**src/rtl/fir_tdm_pkg.sv**
```systemverilog
// rtl/fir_tdm_pkg.sv - shared constants and types for the TDM FIR sequencer
package fir_tdm_pkg;
    localparam int DW_DEF       = 16;
    localparam int MAX_N_CH     = 16;
    localparam int INFLIGHT_DEF = 32;
    localparam int CH_IDX_W     = $clog2(MAX_N_CH);

    typedef logic [CH_IDX_W-1:0] ch_idx_t;
endpackage

```
**src/rtl/fir_tdm_hold.sv**
```systemverilog
// rtl/fir_tdm_hold.sv - single-entry per-channel sample holding register
module fir_tdm_hold
    import fir_tdm_pkg::*;
#(
    parameter int DW = DW_DEF
) (
    input  logic          clk,
    input  logic          rst_n,
    input  logic          s_tvalid,
    output logic          s_tready,
    input  logic [DW-1:0] s_tdata,
    input  logic          take,
    output logic          full,
    output logic [DW-1:0] data
);
    assign s_tready = !full;

    // Load only while empty and drain only while full, so the two never collide.
    always_ff @(posedge clk or negedge rst_n) begin
        if (!rst_n) begin
            full <= 1'b0;
            data <= '0;
        end else if (s_tvalid && !full) begin
            full <= 1'b1;
            data <= s_tdata;
        end else if (take) begin
            full <= 1'b0;
        end
    end
endmodule

```
**src/rtl/fir_tdm_sequencer.sv**
```systemverilog
// rtl/fir_tdm_sequencer.sv - time-division sequencer feeding one FIR core with N interleaved channels
module fir_tdm_sequencer
    import fir_tdm_pkg::*;
#(
    parameter int N_CH         = 4,
    parameter int DW           = DW_DEF,
    parameter int MAX_INFLIGHT = INFLIGHT_DEF
) (
    input  logic                     aclk,
    input  logic                     aresetn,
    input  logic                     enable,
    input  logic [N_CH-1:0]          s_ch_tvalid,
    output logic [N_CH-1:0]          s_ch_tready,
    input  logic [N_CH*DW-1:0]       s_ch_tdata,
    output logic                     fir_s_tvalid,
    input  logic                     fir_s_tready,
    output logic [DW-1:0]            fir_s_tdata,
    input  logic                     fir_m_tvalid,
    input  logic [DW-1:0]            fir_m_tdata,
    output logic                     m_tvalid,
    output logic [DW-1:0]            m_tdata,
    output logic [$clog2(N_CH)-1:0]  m_tuser,
    output logic                     m_tlast,
    output logic                     err_underflow,
    output logic                     err_overflow
);
    localparam int CH_W = $clog2(N_CH);
    localparam int IW   = $clog2(MAX_INFLIGHT + 1);
    localparam logic [CH_W-1:0] LAST_CH = CH_W'(N_CH - 1);
    localparam logic [IW-1:0]   INF_MAX = IW'(MAX_INFLIGHT);

    logic [N_CH-1:0] full;
    logic [N_CH-1:0] take;
    logic [DW-1:0]   hold_data [N_CH];
    logic [CH_W-1:0] ptr;
    logic [CH_W-1:0] out_ptr;
    logic [IW-1:0]   inflight;
    logic            issue;
    logic            ret;

    for (genvar i = 0; i < N_CH; i++) begin : g_hold
        assign take[i] = issue && (ptr == CH_W'(i));

        fir_tdm_hold #(.DW(DW)) u_hold (
            .clk      (aclk),
            .rst_n    (aresetn),
            .s_tvalid (s_ch_tvalid[i]),
            .s_tready (s_ch_tready[i]),
            .s_tdata  (s_ch_tdata[i*DW +: DW]),
            .take     (take[i]),
            .full     (full[i]),
            .data     (hold_data[i])
        );
    end

    // Strict round robin: an empty slot at ptr stalls issue even if later channels are loaded.
    assign fir_s_tvalid = enable && full[ptr] && (inflight < INF_MAX);
    assign fir_s_tdata  = hold_data[ptr];
    assign issue        = fir_s_tvalid && fir_s_tready;
    assign ret          = fir_m_tvalid;

    always_ff @(posedge aclk or negedge aresetn) begin
        if (!aresetn) begin
            ptr <= '0;
        end else if (issue) begin
            ptr <= (ptr == LAST_CH) ? '0 : ptr + CH_W'(1);
        end
    end

    // Issue and return in the same cycle cancel; a return with nothing in flight leaves the count at 0.
    always_ff @(posedge aclk or negedge aresetn) begin
        if (!aresetn) begin
            inflight      <= '0;
            err_underflow <= 1'b0;
            err_overflow  <= 1'b0;
        end else begin
            if (ret && (inflight == '0)) begin
                err_underflow <= 1'b1;
            end
            if (issue && !ret) begin
                if (inflight == INF_MAX) begin
                    err_overflow <= 1'b1;
                end else begin
                    inflight <= inflight + IW'(1);
                end
            end else if (!issue && ret && (inflight != '0)) begin
                inflight <= inflight - IW'(1);
            end
        end
    end

    always_ff @(posedge aclk or negedge aresetn) begin
        if (!aresetn) begin
            m_tvalid <= 1'b0;
            m_tdata  <= '0;
            m_tuser  <= '0;
            m_tlast  <= 1'b0;
            out_ptr  <= '0;
        end else begin
            m_tvalid <= ret;
            if (ret) begin
                m_tdata <= fir_m_tdata;
                m_tuser <= out_ptr;
                m_tlast <= (out_ptr == LAST_CH);
                out_ptr <= (out_ptr == LAST_CH) ? '0 : out_ptr + CH_W'(1);
            end
        end
    end
endmodule

```
**config.mk**
```make
export PLATFORM = sky130hd
export DESIGN_NAME = fir_tdm_sequencer
export DESIGN_NICKNAME = d
export VERILOG_FILES = /design/src/rtl/fir_tdm_pkg.sv /design/src/rtl/fir_tdm_hold.sv /design/src/rtl/fir_tdm_sequencer.sv
export SDC_FILE = /design/constraint.sdc
export NUM_CORES = 1
export LEC_CHECK = 0
export CORE_MARGIN = 1.5
export CORE_UTILIZATION = 30
export DETAILED_ROUTE_END_ITERATION = 10
export GPL_TIMING_DRIVEN = 1
export PLACE_DENSITY = 0.61
export SLEW_MARGIN = 20
export SYNTH_ARGS = -nofsm -noshare
export SYNTH_HDL_FRONTEND = slang
export SYNTH_SLANG_ARGS = --single-unit
```
**constraint.sdc**
```tcl
create_clock -name aclk -period 3.4 [get_ports aclk]
set_input_delay 0.68 -clock aclk [delete_from_list [all_inputs] [get_ports aclk]]
set_output_delay 0.68 -clock aclk [all_outputs]
set_load 0.05 [all_outputs]
```
==> run metrics, run 1 <==
Setup Crit Path Kind in -> reg; DRT antenna net count 0; WL/cell 17.36 µm; most frequent cells after synthesis dfrtp_1 (100), mux2_2 (85), mux4_2 (10); diode count 0; share of the synthesized area in the top cell type 0.5574; die area about 16000 µm²; root buffer cell clkbuf_16; Tcrit/Tclk final 0.7865; # IOs ~130; most numerous cell in the Yosys netlist dfrtp_1; Post-synth EDFFs 0; Final Util 0.4296; VDD IR max approximately 0.47 mV; post-DR vias/cell ~4.7; Port Buffers ~130; Setup violations, final 0; total power approximately 5800 µW; PostCTS Resize Cnt 0; Post-CTS Setup Bufs 0; worst flop-to-flop path endpoint inflight[5]; combinational share of power 0.481; TritonCTS clock tree built; GR Overflow Total 0; switch share 0.3845; worst slew pin tran 711.8 ps; CP peak stage delay between 400 and 500 ps; clk slew on worst S/H paths 70 ps; cell-internal power ~3500 µW; worst flop-to-flop path startpoint g_hold[3].u_hold.full; Filler Cells Inserted ~1.3k; Mapped Area between 4000 and 5000 µm²; Max Buffers Root-to-Sink 2; Yosys Warn Count 0; Area growth, synth to finish 39.60%; RD Place Congestion 0.7203; static leakage 0.002675 µW; Yosys top cell by area dfrtp_1; Global Route Usage Sum 0.1436; Final Non-Filler Cells a little over 600; CP required 3620 ps; Worst-Skew Late Latency 350 ps; register area share after synthesis 0.5574; Power Density 917.7 nW/µm²; CP max-delay cell clkdlybuf4s50_1; Clock power frac 0.181; Final Max Slew Viols 0; final setup TNS 0 ps; syn_nets between 300 and 400; Switching Power around 2200 µW; Post-Route WL roughly 11000 µm; CTS Buf Count 9; largest net degree at the start of global routing 77; clk sinks 100; Remaining DRCs 0; Syn Area/Cell about 15 µm²; Initial Util 0.3077; Peak Freq around 0.37 GHz; site row count 44; crit path time final approximately 2700 ps; Rel. slew slack 0.5254; final hold vios 0; R2R Setup Slk around 800 ps; Core Region about 15000 µm²; drt first pass iters 4; critical path peak fanout 6; R2R cell count 9; share of layout cells above drive strength 1 0.3506; Nets 520; Die W around 130 µm; Arr. time, crit path approximately 2900 ps; H-tree depth 3; HPWL after DPL ~7400 µm; initial antenna violation count 0; Crit path max-delay family compound AO/OA/AOI/OAI gates; Yosys reg bits 100; Vias 2891; critical path cell sequence clkdlybuf4s50_1 > nor2b_1 > and3_1 > nand2b_4 > ha_1 > a211oi_1 > o21bai_1 > a21o_1 > o21ai_0 > o311ai_1; worst clock skew 7.496 ps; dominant cells by area after synthesis dfrtp_1 (56%), mux2_2 (21%), mux4_2 (5.0%); status finished, final reports clean; post-synthesis cell type count 33; Post-Syn Instances between 200 and 300; nature of the critical path endpoint flop; dpl cells about 600; main flop type after synthesis dfrtp_1; asr flop ratio synth 1.000; Die H ~130 µm; WP buf/inv 1; Starting DRT DRC Count 73; Hold Crit Class in -> async; hold-fix buffer count after cts 0; global-route wire length before repair around 17000 µm; sequential fraction of design power 0.338; critical path startpoint category input port; vias in the first global route approximately 3.3k; max_cap viols 0; RSZ-0062 raised after global routing no
[stage by stage]
step,instance area [µm²],hold slack [ps],worst slack [ps]
after floorplan,4489,384.4,837.4
after global placement,5962,365.5,545.1
after detailed placement,5962,367.2,406.8
after CTS,6264,382.7,740.2
after global routing,6267,389.2,531.0
final,6267,359.4,725.8
[final cells by class]
type,instances,area (µm²),area share
timing repair buffer,141,1345,0.2146
clock buffer,11,252.7,0.04033
tap,184,230.2,0.03673
clock inverter,4,48.80,0.007786
multi-input combinational,162,1862,0.2971
inverter,7,26.28,0.004192
sequential,100,2502,0.3993
[power by group through the flow]
stage	clock, µW	sequential (µW)	combinational (µW)
global route	1120	2020	2950
floorplan	0	2040	1900
finish	1040	1940	2770
CTS	1080	1950	2810
global placement	0	1950	2740
detailed placement	0	1980	2800
[state kept, by name (all words and copies together) (netlist names)]
name and cells:
m_tlast 1, err_overflow 1, m_tvalid 1, g_hold.u_hold.full 4, m_tdata 16, err_underflow 1, g_hold.u_hold.data 64, inflight 6
m_tuser 2, out_ptr 2, ptr 2
[worst max-delay path by stage]
stage	start	to	slack, ps	cells past startpoint
final	enable	inflight[5]	730	10
after global placement	enable	inflight[5]	550	10
after global routing	enable	inflight[5]	530	10
after detailed placement	enable	inflight[5]	410	10
after CTS	ptr[0]	fir_s_tdata[14]	740	3
after floorplan	ptr[0]	inflight[5]	840	11
[per-layer routing]
metal / up-vias / part of all wire / global-route usage / wire [µm]
met5: - / 0 / 0 / 0
met4: 0 / 0.0081 / 0.03342 / 86
met3: 6 / 0.069 / 0.05777 / 725
met2: 91 / 0.49 / 0.2395 / 5192
met1: 1487 / 0.43 / 0.1750 / 4567
li1: 1307 / - / - / -
[cell usage in the layout (no fill, tap or decap), types with 2 or more instances in the layout]
master,count
clkinv_2,2
dfrtp_1,100
nor2_1,8
xnor2_1,2
ha_1,9
xor2_1,2
mux4_2,10
nor2b_2,4
clkbuf_8,2
o21ai_0,5
a21oi_1,3
buf_4,27
clkbuf_16,9
a31oi_1,4
a21o_1,3
inv_1,7
mux2_4,4
clkdlybuf4s50_1,113
nand3_1,2
mux4_1,7
mux2_2,85
[kinds of logic after synthesis]
group	count (synthesis)	share of synthesized area
muxes	106	0.3177
DFF	100	0.5574
buffers and inverters	28	0.03010
and+or+nand+nor	22	0.02871
AOI/OAI and AO/OA	20	0.02871
adders and majority gates	10	0.02954
xor gates and xnor gates	4	0.007805
Power figures use the tool's default switching activity.
==> inputs of run 2 (changes only) <==
- clock period: 3.4 -> 2.65 ns (I/O delays scaled with it)
==> run metrics, run 2 (synthesized netlist as in run 1, its figures left out) <==
Peak Freq between 0.4 and 0.5 GHz; combinational share of power 0.476; clk sinks 100; met3 WL ~750 µm; Final Instance Area roughly 6300 µm²; HPWL after DPL about 7400 µm; switch share 0.3781; CTS Buf Count 9; commonest non-fill, non-tap cells in the layout clkdlybuf4s50_1 (113), dfrtp_1 (99), mux2_2 (85); Max Buffers Root-to-Sink 2; CP required around 2900 ps; VDD IR max between 0.6 and 0.7 mV; commonest non-fill, non-tap cell in the layout clkdlybuf4s50_1; crit path time final approximately 2500 ps; critical path startpoint category flop; status finished, final reports clean; worst slew pin tran roughly 550 ps; Vias 2899; diode count 0; Met1 Wirelength ~4400 µm; Regs by FF count g_hold.u_hold.data: 64 flops, m_tdata: 16 flops, inflight: 6 flops; Clock power frac 0.191; metal2 WL 5171 µm; clk slew on worst S/H paths around 70 ps; Global Route Usage Sum 0.1418; Switching Power between 2000 and 3000 µW; Remaining DRCs 0; Initial Util 0.3077; Final Max Slew Viols 0; Arr. time, crit path between 2000 and 3000 ps; final hold vios 0; sequential fraction of design power 0.333; H-tree depth 3; worst clock skew 4.656 ps; WL/cell between 15 and 20 µm; Port Buffers 131; Post-Route WL approximately 11000 µm; # IOs ~130; Rel. slew slack 0.6290; Tcrit/Tclk final 0.9342; Largest register FFs 64; share of layout cells above drive strength 1 0.3566; Setup violations, final 0; die area between 15000 and 20000 µm²; nature of the critical path endpoint flop; Starting DRT DRC Count 96; Die H around 130 µm; RD Place Congestion roughly 0.75; placed inst area between 5000 and 6000 µm²; Area growth, synth to finish 41.05%; total power roughly 7500 µW; TritonCTS clock tree built; root buffer cell clkbuf_16; largest net degree at the start of global routing between 50 and 60; initial antenna violation count 0; GR Overflow Total 0; critical path peak fanout 6; Setup Crit Path Kind reg -> reg; site row count 44; DR top layer met4; post-DR vias/cell ~4.7; Nets between 500 and 600; global-route wire length before repair 17240 µm; final setup TNS 0 ps; Die W 125.3 µm; Worst-Skew Late Latency ~340 ps; max_cap viols 0; Largest Register g_hold.u_hold.data; Final Util 0.4340; Core Region roughly 15000 µm²; DRT antenna net count 0; drt first pass iters 4; hold-fix buffer count after cts 0; Power Density between 1000 and 1500 nW/µm²; static leakage 0.002701 µW; cell-internal power between 4000 and 5000 µW; Hold Crit Class in -> async; vias in the first global route between 3k and 4k
[run 2: cell types whose count changed in the layout (fill, tap and decap cells not counted)]
| cell | before | now |
|---|---|---|
| clkbuf_1 | 0 | 2 |
| bufinv_16 | 1 | 2 |
| a211oi_2 | 0 | 1 |
| buf_12 | 0 | 1 |
| a211oi_1 | 1 | 0 |
| buf_4 | 27 | 30 |
| dfrtp_1 | 100 | 99 |
| dfrtp_2 | 0 | 1 |
| buf_6 | 1 | 0 |
| clkinv_2 | 2 | 0 |
[run 2: final timing paths]
kind / startpoint / end / slack, ps / cells past startpoint
worst max-delay path: g_hold[3].u_hold.full / inflight[5] / 170 / 9
max in group asynchronous: aresetn / g_hold[3].u_hold.full / 1900 / 2
worst max register to register: g_hold[3].u_hold.full / inflight[5] / 170 / 9
min in group aclk: err_overflow / err_overflow / 380 / 0
worst min-delay path: aresetn / err_overflow / 70 / 1
worst min register to register: err_overflow / err_overflow / 380 / 0
[run 2: power groups by stage]
| stage | logic (µW) | registers [µW] | clock network, µW |
|---|---|---|---|
| floorplan | 2440 | 2620 | 0 |
| global placement | 3540 | 2500 | 0 |
| detailed placement | 3610 | 2540 | 0 |
| CTS | 3620 | 2510 | 1500 |
| global route | 3790 | 2600 | 1560 |
| finish | 3570 | 2500 | 1440 |
[run 2: cell type report]
cell class	count	area [µm²]
Clock buffer	13	260.3
Clock inverter	3	68.82
Fill cell	1305	8257
Multi-Input combinational cell	162	1867
Tap cell	184	230.2
Timing Repair Buffer	144	1376
Inverter	7	26.28
Sequential cell	100	2504
[run 2: layer usage]
| metal | vias up | track usage |
|---|---|---|
| li1 | 1319 | - |
| met2 | 99 | 0.2353 |
| met1 | 1470 | 0.1723 |
| met4 | 0 | 0.04679 |
| met3 | 11 | 0.05006 |
| met5 | - | 0 |
[run 2: timing repair]
item | CTS | global route
resized for setup | 0 | 2
endpoints found under the setup margin | 0 | 1
setup buffers | 0 | 0
[run 2: critical path: stages (launching register included)]
cell and delay [ps]:
dfrtp_2 440, mux4_2 500, and3_1 220, nand2b_4 110
ha_1 270, a211oi_2 230, o21bai_1 100, a21o_1 200
o21ai_0 160, o311ai_1 120
[run 2: through the flow]
step | setup slack (ps) | instances | hold WS [ps]
2_1_floorplan | 87.39 | 290 | 234.4
6_report | 174.5 | 613 | 70.72
3_3_place_gp | -12.32 | 597 | 364.0
3_5_place_dp | -109.3 | 597 | 367.2
4_1_cts | 124.5 | 613 | 61.60
5_1_grt | -0.02531 | 613 | 78.66
